--- src/rtl/mux_scan_sequencer_if.sv ---
`default_nettype none
// ============================================================================
//  Module   : mux_scan_sequencer_if
//  Purpose  : Bundle of mux-control and snapshot-handshake signals shared by
//             the scan sequencer (master) and its environment (slave).
//  Revision : 1.0  initial release
// ============================================================================
interface mux_scan_sequencer_if #(
  parameter int N_CH  = 8,
  parameter int SEL_W = 3
);
  logic              start;
  logic              continuous;
  logic [N_CH-1:0]   ch_mask;
  logic [SEL_W-1:0]  sel;
  logic              mux_out;
  logic              busy;
  logic [N_CH-1:0]   snap_data;
  logic              snap_valid;
  logic              snap_ready;

  // Sequencer side: drives the mux select and presents snapshots.
  modport master (
    input  start, continuous, ch_mask, mux_out, snap_ready,
    output sel, busy, snap_data, snap_valid
  );

  // Environment side: requests scans, models the mux, consumes snapshots.
  modport slave (
    output start, continuous, ch_mask, mux_out, snap_ready,
    input  sel, busy, snap_data, snap_valid
  );
endinterface
`default_nettype wire

--- src/rtl/mux_scan_sequencer.sv ---
`default_nettype none
// ============================================================================
//  Module   : mux_scan_sequencer
//  Purpose  : Steps an 8:1 mux through all enabled channels, holds each select
//             for SETTLE cycles, samples the mux output and delivers the packed
//             snapshot over valid/ready. Single-shot or continuous operation.
//  Revision : 1.0  initial release
// ============================================================================
module mux_scan_sequencer #(
  parameter int N_CH   = 8,
  parameter int SEL_W  = 3,
  parameter int SETTLE = 2
) (
  input  wire                  clk,
  input  wire                  rst,
  mux_scan_sequencer_if.master bus
);

  // A single-cycle settle still needs one counter bit to keep the datapath legal.
  localparam int CNT_W = (SETTLE > 1) ? $clog2(SETTLE) : 1;
  localparam logic [CNT_W-1:0] CNT_RELOAD = CNT_W'(SETTLE - 1);

  typedef enum logic [1:0] {
    ST_IDLE   = 2'd0,
    ST_SETTLE = 2'd1,
    ST_HOLD   = 2'd2
  } state_t;

  state_t            state;
  logic [N_CH-1:0]   mask_q;
  logic [N_CH-1:0]   acc;
  logic [CNT_W-1:0]  cnt;
  logic [SEL_W-1:0]  sel;
  logic              busy;
  logic [N_CH-1:0]   snap_data;
  logic              snap_valid;

  logic [SEL_W:0]    first_hit;   // {found, index} of lowest enabled channel in ch_mask
  logic [SEL_W:0]    next_hit;    // {found, index} of next enabled channel above sel
  logic [N_CH-1:0]   acc_upd;     // accumulator including the sample taken this cycle
  logic              launch;      // a new scan begins on this edge

  assign bus.sel        = sel;
  assign bus.busy       = busy;
  assign bus.snap_data  = snap_data;
  assign bus.snap_valid = snap_valid;

  // Lowest set bit of m at or above index lo; MSB of result flags a hit.
  function automatic logic [SEL_W:0] find_from(input logic [N_CH-1:0] m, input int lo);
    logic [SEL_W:0] r;
    r = '0;
    for (int i = N_CH - 1; i >= 0; i--) begin
      if ((i >= lo) && m[i]) begin
        r = {1'b1, SEL_W'(i)};
      end
    end
    return r;
  endfunction

  // Channel search, sample merge and scan-launch decision.
  always_comb begin
    first_hit = find_from(bus.ch_mask, 0);
    next_hit  = find_from(mask_q, int'(sel) + 1);
    acc_upd   = acc;
    acc_upd[sel] = bus.mux_out;
    launch    = ((state == ST_IDLE) && bus.start) ||
                ((state == ST_HOLD) && snap_valid && bus.snap_ready && bus.continuous);
  end

  // Scan FSM with registered select, busy and snapshot outputs.
  always_ff @(posedge clk or posedge rst) begin
    if (rst) begin
      state      <= ST_IDLE;
      mask_q     <= '0;
      acc        <= '0;
      cnt        <= '0;
      sel        <= '0;
      busy       <= 1'b0;
      snap_data  <= '0;
      snap_valid <= 1'b0;
    end else if (launch) begin
      // Same entry path from IDLE and from a continuous-mode handshake,
      // so back-to-back scans have no gap cycle.
      mask_q <= bus.ch_mask;
      acc    <= '0;
      busy   <= 1'b1;
      if (first_hit[SEL_W]) begin
        sel        <= first_hit[SEL_W-1:0];
        cnt        <= CNT_RELOAD;
        snap_valid <= 1'b0;
        state      <= ST_SETTLE;
      end else begin
        sel        <= '0;
        snap_data  <= '0;
        snap_valid <= 1'b1;
        state      <= ST_HOLD;
      end
    end else begin
      case (state)
        ST_IDLE: begin
          sel  <= '0;
          busy <= 1'b0;
        end
        ST_SETTLE: begin
          if (cnt != '0) begin
            cnt <= cnt - 1'b1;
          end else begin
            acc <= acc_upd;
            if (next_hit[SEL_W]) begin
              sel <= next_hit[SEL_W-1:0];
              cnt <= CNT_RELOAD;
            end else begin
              snap_data  <= acc_upd;
              snap_valid <= 1'b1;
              sel        <= '0;
              state      <= ST_HOLD;
            end
          end
        end
        ST_HOLD: begin
          if (snap_valid && bus.snap_ready) begin
            snap_valid <= 1'b0;
            busy       <= 1'b0;
            state      <= ST_IDLE;
          end
        end
        default: begin
          state <= ST_IDLE;
          busy  <= 1'b0;
          sel   <= '0;
        end
      endcase
    end
  end

endmodule
`default_nettype wire

--- src/flat_wrapper.sv ---
// flat-port wrapper written by rule: the top's interface ports become plain ports
module mux_scan_sequencer_flat 
#(
  parameter int N_CH   = 8,
  parameter int SEL_W  = 3,
  parameter int SETTLE = 2
)
  (clk, rst, bus_start, bus_continuous, bus_ch_mask, bus_mux_out, bus_snap_ready, bus_sel, bus_busy, bus_snap_data, bus_snap_valid);
  mux_scan_sequencer_if #(.N_CH(N_CH), .SEL_W(SEL_W)) bus_i ();
  input  wire clk;
  input  wire rst;
  input wire logic [$bits(bus_i.start)-1:0] bus_start;
  input wire logic [$bits(bus_i.continuous)-1:0] bus_continuous;
  input wire logic [$bits(bus_i.ch_mask)-1:0] bus_ch_mask;
  input wire logic [$bits(bus_i.mux_out)-1:0] bus_mux_out;
  input wire logic [$bits(bus_i.snap_ready)-1:0] bus_snap_ready;
  output wire logic [$bits(bus_i.sel)-1:0] bus_sel;
  output wire logic [$bits(bus_i.busy)-1:0] bus_busy;
  output wire logic [$bits(bus_i.snap_data)-1:0] bus_snap_data;
  output wire logic [$bits(bus_i.snap_valid)-1:0] bus_snap_valid;
  assign bus_i.start = bus_start;
  assign bus_i.continuous = bus_continuous;
  assign bus_i.ch_mask = bus_ch_mask;
  assign bus_i.mux_out = bus_mux_out;
  assign bus_i.snap_ready = bus_snap_ready;
  assign bus_sel = bus_i.sel;
  assign bus_busy = bus_i.busy;
  assign bus_snap_data = bus_i.snap_data;
  assign bus_snap_valid = bus_i.snap_valid;
  mux_scan_sequencer #(.N_CH(N_CH), .SEL_W(SEL_W), .SETTLE(SETTLE)) u_core (.clk(clk), .rst(rst), .bus(bus_i));
endmodule
--- config.mk ---
export PLATFORM = sky130hd
export DESIGN_NAME = mux_scan_sequencer_flat
export DESIGN_NICKNAME = d
export VERILOG_FILES = /design/src/rtl/mux_scan_sequencer_if.sv /design/src/rtl/mux_scan_sequencer.sv /design/src/flat_wrapper.sv
export SDC_FILE = /design/constraint.sdc
export NUM_CORES = 1
export LEC_CHECK = 0
export CAP_MARGIN = 0
export CORE_ASPECT_RATIO = 1.5
export CORE_MARGIN = 2
export CORE_UTILIZATION = 25
export DETAILED_ROUTE_END_ITERATION = 7
export GPL_TIMING_DRIVEN = 0
export MAX_ROUTING_LAYER = met4
export RECOVER_POWER = 50
export SLEW_MARGIN = 20
export SYNTH_ARGS = -nofsm -noshare
export SYNTH_HDL_FRONTEND = slang
export SYNTH_SLANG_ARGS = --single-unit
--- constraint.sdc ---
create_clock -name clk -period 5.1 [get_ports clk]
set_input_delay 1.02 -clock clk [delete_from_list [all_inputs] [get_ports clk]]
set_output_delay 1.02 -clock clk [all_outputs]
set_load 0.02 [all_outputs]
==> results_dict.tcl <==
set metrics [dict create \
    mappedNetlistNets 229 \
    largest_net_degree_at_the_start_of_global_routing 33 \
    first_global_vias 1751 \
    wire_length_of_the_first_global_routing_pass_um 8190 \
    max-vdd-ir-drop_uv 159.6 \
    synthesis.instances 207 \
    synth.yosys.seq_area_share_pct 41.94 \
    synth_largest_type_area_fraction_pct 41.94 \
    overall_fraction_of_global_route_tracks_in_use_pct 13.00 \
    die_width_um 75.36 \
    slowest_stage "sky130_fd_sc_hd__nor4_1" \
    number_of_diodes 0 \
    maximum_clock_path_buffer_count 2 \
    crit_chain "clkdlybuf4s50_1 -> nor4_1 -> inv_1 -> o21ai_0 -> nor3_1 -> a221o_1" \
    synth-async-reset-ratio_pct 100.0 \
    end_kind "flop" \
    finish.utilization_pct 32.35 \
    power_leakage_nw 1.050 \
    totalNegativeSetupSlack_ps 0 \
    critical_path_required_ps 5250 \
    synth_seq_cells 32 \
    cts_setup_buffers 0 \
    path_max_fanout 4 \
    cap_violations 0 \
    grt_setup_unrepaired "false" \
    timing_worst_slew_pin_value_ps 1268 \
    synth_area_per_cell_um2 9.224 \
    design.final.nets 262 \
    worst_clock_skew_ps 4.003 \
    hpwl_um 3722 \
    clk_pin_slew_ps 50 \
    worst_slew_margin_rel_pct 15.36 \
    yosys_warnings 0 \
    drive_gt1_share_pct 7.500 \
    grt_antenna_before_repair 0 \
    place_congestion 0.8458 \
    min_path_type "flop to flop" \
    cts_tree "yes" \
    yosys.cell_types.count 45 \
    ys.flop_type "sky130_fd_sc_hd__dfrtp_1" \
    cts-htree-levels 2 \
    numPortBuffers 26 \
    setup_viol_count_final 0 \
    die-area_mm2 0.008367 \
    dr.first_iter.drc_count 70 \
    status "finished clean" \
    die-height_um 111.0 \
    ctsRootBufferMaster "sky130_fd_sc_hd__clkbuf_16" \
    io_pins 27 \
    critical_path.startpoint_type "primary input" \
    seq_area_um2 800.8 \
    synth_most_common_cell "sky130_fd_sc_hd__dfrtp_1" \
    max_stage_delay_ps 490 \
    syn-cell-area_mm2 0.001909 \
    via_count 1622 \
    power_per_cell_area_mw_per_mm2 543.7 \
    min_period_over_period_pct 54.43 \
    drc 0 \
    routed_wirelength_um 4708 \
    vias_per_cell 4.743 \
    initial_cell_density_of_the_core_pct 25.41 \
    synth-edff-count 0 \
    synth.cells.most_frequent "sky130_fd_sc_hd__dfrtp_1 (32), sky130_fd_sc_hd__nand2_1 (25), sky130_fd_sc_hd__nor2_1 (21)" \
    yosysTopAreaCell "sky130_fd_sc_hd__dfrtp_1" \
    cts_hold_repair.buffers 0 \
    coreArea_mm2 0.007515 \
    filler_cell_count 849 \
    timing.final.max_slew_violations 0 \
    clock.fmax_mhz 360.2 \
    critPathArrivalTime_ps 2920 \
    rows 39 \
    crit_type "primary input to flop" \
    multi_input_comb_area_mm2 0.001027 \
    synth_area_leaders "sky130_fd_sc_hd__dfrtp_1 (42%), sky130_fd_sc_hd__mux2i_1 (5.8%), sky130_fd_sc_hd__ha_1 (5.2%)" \
    drt_pass1_iterations 4 \
    clock-sinks 32 \
    fin_crit_ps 2776 \
    cells_resized_by_post_cts_repair 0 \
    ant_nets 0 \
    drt-wirelength-per-cell_um 13.77 \
    tritoncts.num_buffers 5 \
    final-hold-violation-count 0 \
    clk-insertion-delay-late_ps 280 \
    layout-area-overhead-vs-synth_pct 27.33 \
    overflow 0 \
]
[layout make-up]
| cell class | count | share of cell area, % |
|---|---|---|
| well taps | 102 | 5.250 |
| inverters | 10 | 1.544 |
| clock buffers | 6 | 5.301 |
| plain buffers | 10 | 1.801 |
| repair buffers | 26 | 10.71 |
| clock inverters | 1 | 0.2059 |
| multi-input cells | 155 | 42.25 |
| flip-flops and latches | 32 | 32.94 |
[stage by stage]
step,instances,hold slack (ps),setup slack (ps),cell area [um^2],power [mW]
2_1_floorplan,207,439.1,2521,1909,0.8674
3_3_place_gp,335,474.4,1984,2297,1.046
3_5_place_dp,335,477.8,1994,2297,1.055
4_1_cts,342,489.1,2283,2431,1.341
5_1_grt,342,503.1,2071,2431,1.436
6_report,342,479.0,2324,2431,1.322
[layer usage]
metal,GRT usage (%),vias up,share of wire (%)
met4,5.380,0,2.3
met3,2.545,9,1.9
met5,-,-,0
li1,-,808,-
met1,13.90,780,40
met2,22.55,25,56
[where the power goes]
part           leakage (nW)  internal, mW  total (mW)  switching [mW]
registers             0.416         0.338       0.399          0.0607
clock network        0.0667         0.177       0.279           0.102
logic                 0.567         0.261       0.644           0.383
[worst max-delay path: cells and delay by family]
family	cells	cell delay [ps]
AOI/OAI and AO/OA	2	750
and+or+nand+nor	2	620
buffers and inverters	2	530
[final timing paths]
check	start	end	slack (ps)	cells after the start
worst min-delay path	u_core.mask_q[0]	u_core.mask_q[0]	480	2
max in group asynchronous	rst	u_core.bus.snap_valid	2800	2
worst max register to register	u_core.bus.sel[0]	u_core.bus.sel[0]	2370	9
worst max-delay path	bus_ch_mask[0]	u_core.bus.sel[0]	2320	6
worst min register to register	u_core.mask_q[0]	u_core.mask_q[0]	480	2
min in group asynchronous	rst	u_core.acc[5]	1540	2
[cells by family (layout without fill, tap and decap cells)]
| logic type | after synthesis | in the layout | synth area share, % |
|---|---|---|---|
| flip-flops | 32 | 32 | 41.94 |
| adder cells (fa/ha/maj) | 8 | 8 | 5.243 |
| multiplexers | 12 | 12 | 6.357 |
| AND/OR/NAND/NOR | 78 | 78 | 19.40 |
| AO/OA/AOI/OAI | 56 | 56 | 22.35 |
| XOR/XNOR | 1 | 1 | 0.4588 |
| buffers and inverters | 20 | 53 | 4.260 |
[flip-flops by register name, summed over array words and instances, names as in the netlist]
register and cells:
u_core.acc 8, u_core.bus.snap_data 8, u_core.mask_q 8, u_core.bus.sel 3, u_core.state 2, u_core.bus.busy 1, u_core.bus.snap_valid 1, u_core.cnt 1
[layout by cell type (no fill, tap or decap), types with 6 or more instances in the layout]
cell type / count
sky130_fd_sc_hd__dfrtp_1: 32
sky130_fd_sc_hd__nand2_1: 25
sky130_fd_sc_hd__nor2_1: 21
sky130_fd_sc_hd__clkdlybuf4s50_1: 19
sky130_fd_sc_hd__mux2i_1: 11
sky130_fd_sc_hd__a21oi_1: 10
sky130_fd_sc_hd__inv_1: 10
sky130_fd_sc_hd__o2bb2ai_1: 10
sky130_fd_sc_hd__nand3_1: 8
sky130_fd_sc_hd__ha_1: 8
sky130_fd_sc_hd__o21ai_0: 7
sky130_fd_sc_hd__dlygate4sd3_1: 7
sky130_fd_sc_hd__nor3_1: 6
sky130_fd_sc_hd__clkbuf_1: 6
Note: power is estimated with default switching activity, not from simulation.
